$ cat src/rtl/riscv_dec_pkg.sv
// Opcode constants and decoded-format encodings shared by the decode stage.
package riscv_dec_pkg;

  localparam logic [6:0] OP_LOAD   = 7'b0000011;
  localparam logic [6:0] OP_IMM    = 7'b0010011;
  localparam logic [6:0] OP_IMM32  = 7'b0011011;
  localparam logic [6:0] OP_JALR   = 7'b1100111;
  localparam logic [6:0] OP_STORE  = 7'b0100011;
  localparam logic [6:0] OP_BRANCH = 7'b1100011;
  localparam logic [6:0] OP_LUI    = 7'b0110111;
  localparam logic [6:0] OP_AUIPC  = 7'b0010111;
  localparam logic [6:0] OP_JAL    = 7'b1101111;
  localparam logic [6:0] OP_OP     = 7'b0110011;
  localparam logic [6:0] OP_OP32   = 7'b0111011;

  typedef enum logic [2:0] {
    FMT_R    = 3'd0,
    FMT_I    = 3'd1,
    FMT_S    = 3'd2,
    FMT_B    = 3'd3,
    FMT_U    = 3'd4,
    FMT_J    = 3'd5,
    FMT_NONE = 3'd7
  } fmt_e;

endpackage

$ cat src/rtl/imm_format_gen.sv
// Combinational opcode classifier and immediate builder; zero latency, no handshake.
module imm_format_gen
  import riscv_dec_pkg::*;
#(
  parameter int XLEN = 64
) (
  input  logic [31:0]     instr,
  output fmt_e            fmt,
  output logic            illegal,
  output logic [XLEN-1:0] imm
);

  logic [31:0] imm32;
  logic        s;

  assign s = instr[31];

  always_comb begin
    fmt     = FMT_NONE;
    illegal = 1'b1;
    imm32   = '0;
    case (instr[6:0])
      OP_LOAD, OP_IMM, OP_IMM32, OP_JALR: begin
        fmt     = FMT_I;
        illegal = 1'b0;
        imm32   = {{20{s}}, instr[31:20]};
      end
      OP_STORE: begin
        fmt     = FMT_S;
        illegal = 1'b0;
        imm32   = {{20{s}}, instr[31:25], instr[11:7]};
      end
      OP_BRANCH: begin
        fmt     = FMT_B;
        illegal = 1'b0;
        imm32   = {{19{s}}, instr[31], instr[7], instr[30:25], instr[11:8], 1'b0};
      end
      OP_LUI, OP_AUIPC: begin
        fmt     = FMT_U;
        illegal = 1'b0;
        imm32   = {instr[31:12], 12'b0};
      end
      OP_JAL: begin
        fmt     = FMT_J;
        illegal = 1'b0;
        imm32   = {{11{s}}, instr[31], instr[19:12], instr[20], instr[30:21], 1'b0};
      end
      OP_OP, OP_OP32: begin
        fmt     = FMT_R;
        illegal = 1'b0;
      end
      default: ;
    endcase
  end

  // Every format's msb is instr[31], so one 32->XLEN extension covers all.
  assign imm = {{(XLEN-32){imm32[31]}}, imm32};

endmodule

$ cat src/rtl/imm_decode_stage.sv
// Decode stage: classifies instr, builds immediate, buffers in a 2-entry skid queue.
// Accept at N -> dec_valid at N+1; instr_ready is registered from occupancy, so execute stalls never drop work.
module imm_decode_stage
  import riscv_dec_pkg::*;
#(
  parameter int XLEN  = 64,
  parameter int CNT_W = 32
) (
  input  logic             clk,
  input  logic             reset,
  input  logic             flush,
  input  logic             instr_valid,
  output logic             instr_ready,
  input  logic [31:0]      instr,
  input  logic [XLEN-1:0]  pc_in,
  output logic             dec_valid,
  input  logic             dec_ready,
  output logic [XLEN-1:0]  dec_imm,
  output logic [2:0]       dec_fmt,
  output logic             dec_illegal,
  output logic [XLEN-1:0]  dec_pc,
  output logic [CNT_W-1:0] dec_count
);

  fmt_e            gen_fmt;
  logic            gen_illegal;
  logic [XLEN-1:0] gen_imm;

  imm_format_gen #(.XLEN(XLEN)) u_gen (
    .instr   (instr),
    .fmt     (gen_fmt),
    .illegal (gen_illegal),
    .imm     (gen_imm)
  );

  logic [XLEN-1:0] imm_q [2];
  logic [XLEN-1:0] pc_q  [2];
  fmt_e            fmt_q [2];
  logic            ill_q [2];

  logic       head, tail;
  logic [1:0] occ, occ_next;
  logic       ready_q;
  logic [CNT_W-1:0] count_q;
  logic       accept, pop;

  assign accept = instr_valid & ready_q;
  assign pop    = dec_valid & dec_ready;

  always_comb begin
    occ_next = occ;
    case ({accept, pop})
      2'b10:   occ_next = occ + 2'd1;
      2'b01:   occ_next = occ - 2'd1;
      default: occ_next = occ;
    endcase
  end

  always_ff @(posedge clk) begin
    if (reset) begin
      occ     <= '0;
      head    <= 1'b0;
      tail    <= 1'b0;
      ready_q <= 1'b1;
      count_q <= '0;
      for (int i = 0; i < 2; i++) begin
        imm_q[i] <= '0;
        pc_q[i]  <= '0;
        fmt_q[i] <= FMT_R;
        ill_q[i] <= 1'b0;
      end
    end else begin
      if (pop) count_q <= count_q + 1'b1;
      // Flush wins over a same-cycle accept; storage is left stale on purpose.
      if (flush) begin
        occ     <= '0;
        head    <= 1'b0;
        tail    <= 1'b0;
        ready_q <= 1'b1;
      end else begin
        if (accept) begin
          imm_q[tail] <= gen_imm;
          pc_q[tail]  <= pc_in;
          fmt_q[tail] <= gen_fmt;
          ill_q[tail] <= gen_illegal;
          tail        <= ~tail;
        end
        if (pop) head <= ~head;
        occ     <= occ_next;
        ready_q <= (occ_next < 2'd2);
      end
    end
  end

  assign instr_ready = ready_q;
  assign dec_valid   = (occ != 2'd0);
  assign dec_imm     = imm_q[head];
  assign dec_pc      = pc_q[head];
  assign dec_fmt     = fmt_q[head];
  assign dec_illegal = ill_q[head];
  assign dec_count   = count_q;

endmodule

$ cat config.mk
export PLATFORM = sky130hd
export DESIGN_NAME = imm_decode_stage
export DESIGN_NICKNAME = d
export VERILOG_FILES = /design/src/rtl/riscv_dec_pkg.sv /design/src/rtl/imm_format_gen.sv /design/src/rtl/imm_decode_stage.sv
export SDC_FILE = /design/constraint.sdc
export NUM_CORES = 1
export LEC_CHECK = 0
export CAP_MARGIN = 20
export CORE_MARGIN = 4
export CORE_UTILIZATION = 48
export CTS_BUF_LIST = sky130_fd_sc_hd__clkbuf_4
export DETAILED_ROUTE_END_ITERATION = 10
export PLACE_DENSITY = 0.84
export RECOVER_POWER = 100
export SLEW_MARGIN = 20
export SYNTH_ARGS = -nofsm -noshare
export SYNTH_HDL_FRONTEND = slang
export SYNTH_SLANG_ARGS = --single-unit
$ cat constraint.sdc
create_clock -name clk -period 13 [get_ports clk]
set_clock_uncertainty 0.2 [all_clocks]
set_input_delay 2.6 -clock clk [delete_from_list [all_inputs] [get_ports clk]]
set_output_delay 2.6 -clock clk [all_outputs]
set_load 0.02 [all_outputs]
Word-level counts from Yosys, hierarchy flattened
Memory sizes are Yosys's and may differ from the RTL's. A register that Yosys moved wholly into a read port is not among the register bits.
Index checks and enable logic that the tools add are counted.
Word-level totals
  output and inout port bits: 166
  bits of input ports: 101
  bits in writable memories: 264
  memories: 4
  bits in registers: 37
Memory list
  imm_q: words 2, width 64, rd ports 1, clocked after memory_dff 1, write ports 2, line imm_decode_stage.sv:36  | logic [XLEN-1:0] imm_q [2];
  pc_q: words 2, width 64, rd ports 1, clocked after memory_dff 1, write ports 2, line imm_decode_stage.sv:37  | logic [XLEN-1:0] pc_q [2];
  fmt_q: words 2, width 3, rd ports 1, clocked after memory_dff 1, write ports 2, line imm_decode_stage.sv:38  | fmt_e fmt_q [2];
  ill_q: words 2, width 1, rd ports 1, clocked after memory_dff 1, write ports 2, line imm_decode_stage.sv:39  | logic ill_q [2];
Operators by class
  add/subtract/negate cells: 3
  muxes and demuxes: 30
  bitwise gates (word level): 4
  magnitude comparators: 1
  equal/unequal tests: 13
  reductions and logical operators: 10
Operators by type and width (count)
  32-bit one-hot mux with 5 select lines: 1
  64-bit two-way mux: 2
  64-bit OR reduction: 2
  32-bit by 1-bit adder with 32-bit output (second input constant): 1
  7-bit by 6-bit == test with 1-bit output (second input constant): 4
  1-bit two-way mux: 24
  7-bit by 5-bit == test with 1-bit output (second input constant): 3
  7-bit == test (second input constant): 3
  3-bit one-hot mux with 6 select lines: 1
  11-bit OR reduction: 1
  7-bit by 2-bit == test with 1-bit output (second input constant): 1
  2-bit OR reduction: 3
  2-bit one-hot mux with 2 select lines: 1
  4-bit OR reduction: 1
  3-bit two-way mux: 1
  3-bit OR reduction: 1
  2-bit by 1-bit adder with 2-bit output (second input constant): 1
  1-bit AND: 2
  2-bit by 1-bit == test with 1-bit output (second input constant): 1
  2-bit == test (second input constant): 1
  2-bit less-than comparator (second input constant): 1
  1-bit NOT: 2
  2-bit nonzero test: 1
  2-bit by 1-bit subtractor with 2-bit output (second input constant): 1
  1-bit OR reduction: 1

Logic depth before layout (Yosys ltp)
Gate-level depths: netlist (run 1).
  word-level depth: 7
  mapped depth: 8
  depth with buffers taken out: 8

Hierarchy
A second synthesis (run 1) with hierarchy kept.
Second synthesis, totals
  cell total of the unflattened synthesis: 1038
  area total of the unflattened synthesis: 13988.4 sq um
By module, submodules not included
  imm_decode_stage: instances 1, seq. area each 8688.3 sq um, area an instance 13102.6 sq um, cells an instance 914
  imm_format_gen: instances 1, seq. area each 0.0 sq um, area an instance 885.8 sq um, cells an instance 124

Least setup slack after synthesis (run 1)
Ideal clock, no wire load.
  path type: input to register
  from: in flush
  to: mem fmt_q[0][0] (netlist bit) (enable)
  data required time: 12.324 ns
  buffers on the path: 3
  stages on the path: 6
  arrival: 5.958 ns
  path slack: 6.366 ns
  setup time: 0.476 ns
  path through: or2_1 -> clkbuf_1 -> or3_1 -> clkbuf_1 -> clkbuf_1 -> nand2b_1
RTL lines
  from (decl): line imm_decode_stage.sv:11  | input logic flush,
  to (decl): line imm_decode_stage.sv:38

==> flow_summary.toml, run 1 <==
[run_status]
outcome = "finished, violations left"
violations = "max-capacitance violations, max-slew violations"

[drt]
wl_per_cell_um = 18.07
drc_errors = 0
wl_met1_mm = 10.26
drtPass1Iterations = 6
drt_wl_total_mm = 25.75
wl_met2_mm = 12.65
via_count = 7571
top_layer_used = "met5"
drtIter0Drc = 446
viasPerCell = 5.313
wl_met3_mm = 2.214
antenna_left = 0

[synth]
syn_inst = 845
yosysUniqueCellTypes = 55
synthSimpleGateAreaFrac = 0.1638
synth_edf_count = 200
synth_adder_area_share = 0.002275
synth_flop_cell = "edfxtp_1"
synth_mux_area_frac = 0.1104
synth_top_area_share = 0.5461
synth_commonest_cells = "edfxtp_1, and2_1, mux2_2"
synth_nets = 948
synth_xor_area_frac = 0.01115
ys_seq_area_frac = 0.6152
netlist_area_sq_um = 11000
synth_area_leaders = "edfxtp_1, mux2_2, and2_1"
yosysMostFrequentCell = "edfxtp_1"
yosys_register_bits = 238
yosys.area.top_type = "edfxtp_1"
syn_area_per_cell_sq_um = 13.02
yosys_warnings = 0
async_flop_share = 0
synth_compound_area_frac = 0.05142
synth_top_family_by_area = "simple AND/OR/NAND/NOR gates"

[clocking]
hold_buffers = 0
clk_pin_slew_ns = 0.07
htreeDepth = 2
clock_path_buffers = 3
cts.sinks = 238
clk_latency_ns = 0.66
cts_tree = "yes"
post_cts_resized = 0
post_cts_buffers = 0
root_buffer = "clkbuf_4"
numCtsBuffers = 58

[layout]
nets = 1198
drive_gt1_frac = 0.1705
final_cells = 1425
final_core_util = 0.6334
seq_area_sq_um = 6766
flow.area_growth_from_synthesis_pct = 30.00
fill_cells = 1736
multi_input_area_sq_um = 3726

[setup_path]
critical_path.top_delay_family = "buffers and inverters"
r2r_end = "fmt_q[1][0]"
crit_path_end_kind = "output port"
worstSetupEndpoint = "dec_imm[32]"
crit-reg2reg-launch = "instr_ready"
cp.arrival_ns = 6.32
crit_cells = 3
slowest_stage = "clkbuf_1"
crit_chain = "clkbuf_1, mux2_2, dlygate4sd3_1"
cp_max_fo = 59
r2r_slack_ns = 8.58
crit_buf_inv = 2
reg2regPathDepth = 5
critical_path_required_ns = 10.20
cp_slowest_stage_delay_ns = 2.48
start_kind = "register"
critical_path_class = "reg2out"

[floorplanning]
rows = 55
start_util = 0.4873
die_area_sq_um = 25400
io_pins = 267
fp.dieW_um = 159.4
core-area_sq_um = 22570
die_h_um = 159.4

[sta]
maxSlewViolCount = 378
fin_ws_ns = 3.878
period_needed_ns = 9.122
min_period_over_period = 0.7017
setup_viol = 0
grt_setup_unrepaired = "no"
fmax_mhz = 109.6
hold_viol = 0
fin_setup_tns_ns = 0
slew-limit-headroom = -1.272
worst_pin_slew_ns = 3.408
worst_hold_slack_ns = 0.3009

[worst_hold_path]
hp-class = "reg2reg"
worstHoldStart = "dec_count[18]"

[global_route]
antenna_found_initial = 4
track_usage = 0.1957
gr-total-overflow = 0
grt_pass1_vias = 7658
grt_max_degree = 61
grt_first_pass_wirelength_mm = 40.38

[power]
worst_ir_drop_vdd_mv = 0.05280
comb_power_share = 0.115
clkPwrFrac = 0.355
p_sw_frac = 0.2456
p_leak_uw = 0.005527
p_per_area_nw_per_um2 = 114.6
switchingPower_uw = 402.6
power_frac_seq = 0.530
internal_power_uw = 1237

[place]
post-place-ws_ns = 6.433
port_buffers = 266
gp_congestion = 0.8035
hpwl_mm = 16.79
place_inst = 1319

[flow_run]
drv_cap = 9
## logic make-up (layout without fill, tap and decap cells)
family	count (synthesis)	in the layout
buf+inv	92	385
other cells	0	2
compound gates	83	83
fa+ha+maj	2	2
simple gates	308	308
mux	108	108
xor+xnor	14	14
flops	238	238
## worst min-delay path by stage
stage | to | cells after the start | slack, ns
global placement | dec_count[18] | 2 | 0.28
floorplan | register | 2 | 0.27
detailed placement | dec_count[18] | 2 | 0.29
finish | dec_count[18] | 2 | 0.30
CTS | dec_count[18] | 2 | 0.30
global route | dec_count[29] | 2 | 0.36
## state kept, by name, summed over array words and instances (netlist names), named ones only
register,count
dec_count,32
fmt_q,6
head,1
ill_q,2
imm_q,64
instr_ready,1
occ,2
pc_q,128
tail,1
## power groups by stage
| stage | registers, uW | logic (uW) | clock network (uW) |
|---|---|---|---|
| 6_report | 868 | 188 | 583 |
| 5_1_grt | 871 | 200 | 645 |
| 4_1_cts | 868 | 202 | 600 |
| 3_5_place_dp | 884 | 200 | 0 |
| 3_3_place_gp | 882 | 198 | 0 |
| 2_1_floorplan | 884 | 104 | 0 |
## worst min-delay path, cell delays in order (launching register included)
cell and delay [ns]:
dfxtp_1 0.33, o31ai_1 0.07, a21oi_1 0.06
## per-layer routing
layer / vias to the layer above / global-route usage
li1: 3582 / -
met1: 3598 / 0.2379
met5: - / 0
met4: 4 / 0.06312
met3: 56 / 0.06342
met2: 331 / 0.3323
## layout by cell type, fill, tap and decap left out, types with 5 or more instances in the layout
cell / count
edfxtp_1: 200
dlygate4sd3_1: 152
clkdlybuf4s50_1: 114
mux2_2: 92
clkbuf_4: 81
and2_0: 78
nor2_1: 67
and2_1: 52
dfxtp_1: 38
a21oi_1: 20
a21o_1: 16
nand2_1: 15
mux2_1: 14
clkinv_1: 14
and3_1: 13
o21ai_0: 11
or3_1: 11
a22oi_1: 11
xnor2_1: 11
nor3_1: 10
nor2b_1: 9
inv_1: 9
o31ai_1: 9
or4_1: 9
nand3_1: 8
nand4_1: 6
nor4_1: 5
a32oi_1: 5
clkinv_2: 5
## through the flow
stage,power (uW),instance area (sq um)
2_1_floorplan,987.5,11000
3_3_place_gp,1080,13630
3_5_place_dp,1085,13640
4_1_cts,1669,14350
5_1_grt,1715,14300
6_report,1639,14300
## cell type report
type / count / share of cell area
Timing Repair Buffer: 273 / 0.1891
Clock inverter: 22 / 0.006826
Antenna cell: 2 / 0.0003500
Multi-Input combinational cell: 515 / 0.2606
Inverter: 9 / 0.002363
Tap cell: 285 / 0.02494
Sequential cell: 238 / 0.4733
Clock buffer: 81 / 0.04253
(Power assumes the default switching activity.)
==> inputs of run 2 (changes only) <==
==> constraint.sdc (replaced) <==
create_clock -name clk -period 9.41 [get_ports clk]
set_clock_uncertainty 0.2 [all_clocks]
set_input_delay 1.882 -clock clk [delete_from_list [all_inputs] [get_ports clk]]
set_output_delay 1.882 -clock clk [all_outputs]
set_load 0.02 [all_outputs]
==> flow_summary.toml, run 2 (same netlist as run 1, synthesis figures left out) <==
[run_status]
outcome = "finished, violations left"
violations = "max-capacitance violations, max-slew violations"

[layout]
most-common-layout-cells = "edfxtp_1, dlygate4sd3_1, clkdlybuf4s50_1, mux2_2, and2_0"
nets = 1199
final_common_cell = "edfxtp_1"
final_area_sq_um = 14370
top_register = "pc_q"
largest_reg_flops = 128
drive_gt1_frac = 0.1712
flow.area_growth_from_synthesis_pct = 30.66

[sta]
hold_viol = 0
period_needed_ns = 7.026
grt_setup_unrepaired = "no"
worst_hold_slack_ns = 0.3091
fin_ws_ns = 2.384
worst_pin_slew_ns = 2.185
maxSlewViolCount = 246
fmax_mhz = 142.3
fin_setup_tns_ns = 0
min_period_over_period = 0.7466
setup_viol = 0
slew-limit-headroom = -0.4587

[clocking]
post_cts_buffers = 0
cts.sinks = 238
post_cts_resized = 0
hold_buffers = 0
clock_path_buffers = 3
cts_tree = "yes"
clk_latency_ns = 0.66
root_buffer = "clkbuf_4"
clk_pin_slew_ns = 0.06
htreeDepth = 2
numCtsBuffers = 58

[drt]
drtPass1Iterations = 5
drtIter0Drc = 506
wl_per_cell_um = 17.99
drc_errors = 0
via_count = 7510
antenna_left = 0
viasPerCell = 5.266
drt_wl_total_mm = 25.66

[power]
finalPower_uw = 2332
switchingPower_uw = 548.9
internal_power_uw = 1783
clkPwrFrac = 0.375
worst_ir_drop_vdd_mv = 0.07107
comb_power_share = 0.111
p_sw_frac = 0.2353
p_per_area_nw_per_um2 = 162.3
power_frac_seq = 0.514
p_leak_uw = 0.005555

[floorplanning]
start_util = 0.4873
die_area_sq_um = 25400
rows = 55
die_h_um = 159.4
fp.dieW_um = 159.4
core-area_sq_um = 22570
io_pins = 267

[global_route]
antenna_found_initial = 4
grt_max_degree = 61
grt_first_pass_wirelength_mm = 40.51
track_usage = 0.1975
gr-total-overflow = 0
grt_pass1_vias = 7594

[flow_run]
drv_cap = 6

[setup_path]
critical_path_required_ns = 9.50
cp.arrival_ns = 7.12
start_kind = "input port"
cp_max_fo = 60
critical_path_class = "in2reg"
crit_path_end_kind = "register"
r2r_slack_ns = 5.01

[place]
post-place-ws_ns = 3.596
dpl_cell_area_sq_um = 13640
gp_congestion = 0.7928
port_buffers = 266
hpwl_mm = 16.83

[worst_hold_path]
hp-class = "reg2reg"
run 2: cell type report:
| cell class | count | area (sq um) |
|---|---|---|
| Clock buffer | 80 | 600.6 |
| Timing Repair Buffer | 274 | 2711 |
| Fill cell | 1749 | 8202 |
| Clock inverter | 23 | 170.2 |
| Tap cell | 285 | 356.6 |
| Inverter | 9 | 33.78 |
| Multi-Input combinational cell | 515 | 3726 |
| Sequential cell | 238 | 6766 |
| Antenna cell | 2 | 5.005 |
run 2: power groups by stage:
stage                     combinational [uW]  clock (uW)  sequential [uW]
final                                    259         874             1200
after global routing                     275         962             1200
after CTS                                278         900             1200
after detailed placement                 276           0             1220
after global placement                   273           0             1220
after floorplan                          143           0             1220
run 2: stage by stage:
| step | utilization | cells |
|---|---|---|
| 2_1_floorplan | - | 845 |
| 3_3_place_gp | 0.6042 | 1320 |
| 3_5_place_dp | 0.6045 | 1320 |
| 4_1_cts | 0.6386 | 1423 |
| 5_1_grt | 0.6366 | 1426 |
| 6_report | 0.6366 | 1426 |
run 2: final timing paths:
kind                  from       endpoint  depth (start not counted)
max                  reset     pc_q[1][8]                          6
max reg2reg    instr_ready     pc_q[1][8]                          4
min reg2reg  dec_count[14]  dec_count[14]                          2
min          dec_count[14]  dec_count[14]                          2
run 2: per-layer routing:
metal,vias to the layer above,GRT usage,part of all wire
met5,-,0,0.0011
li1,3585,-,-
met4,4,0.06391,0.022
met1,3590,0.2412,0.41
met2,283,0.3346,0.50
met3,48,0.06316,0.072
run 2: worst max-delay path, cell delays in order:
cell	delay (ns)
dlygate4sd3_1	0.52
clkbuf_1	1.20
or2_0	0.50
or3_1	0.80
nand2b_1	1.32
buf_4	0.80
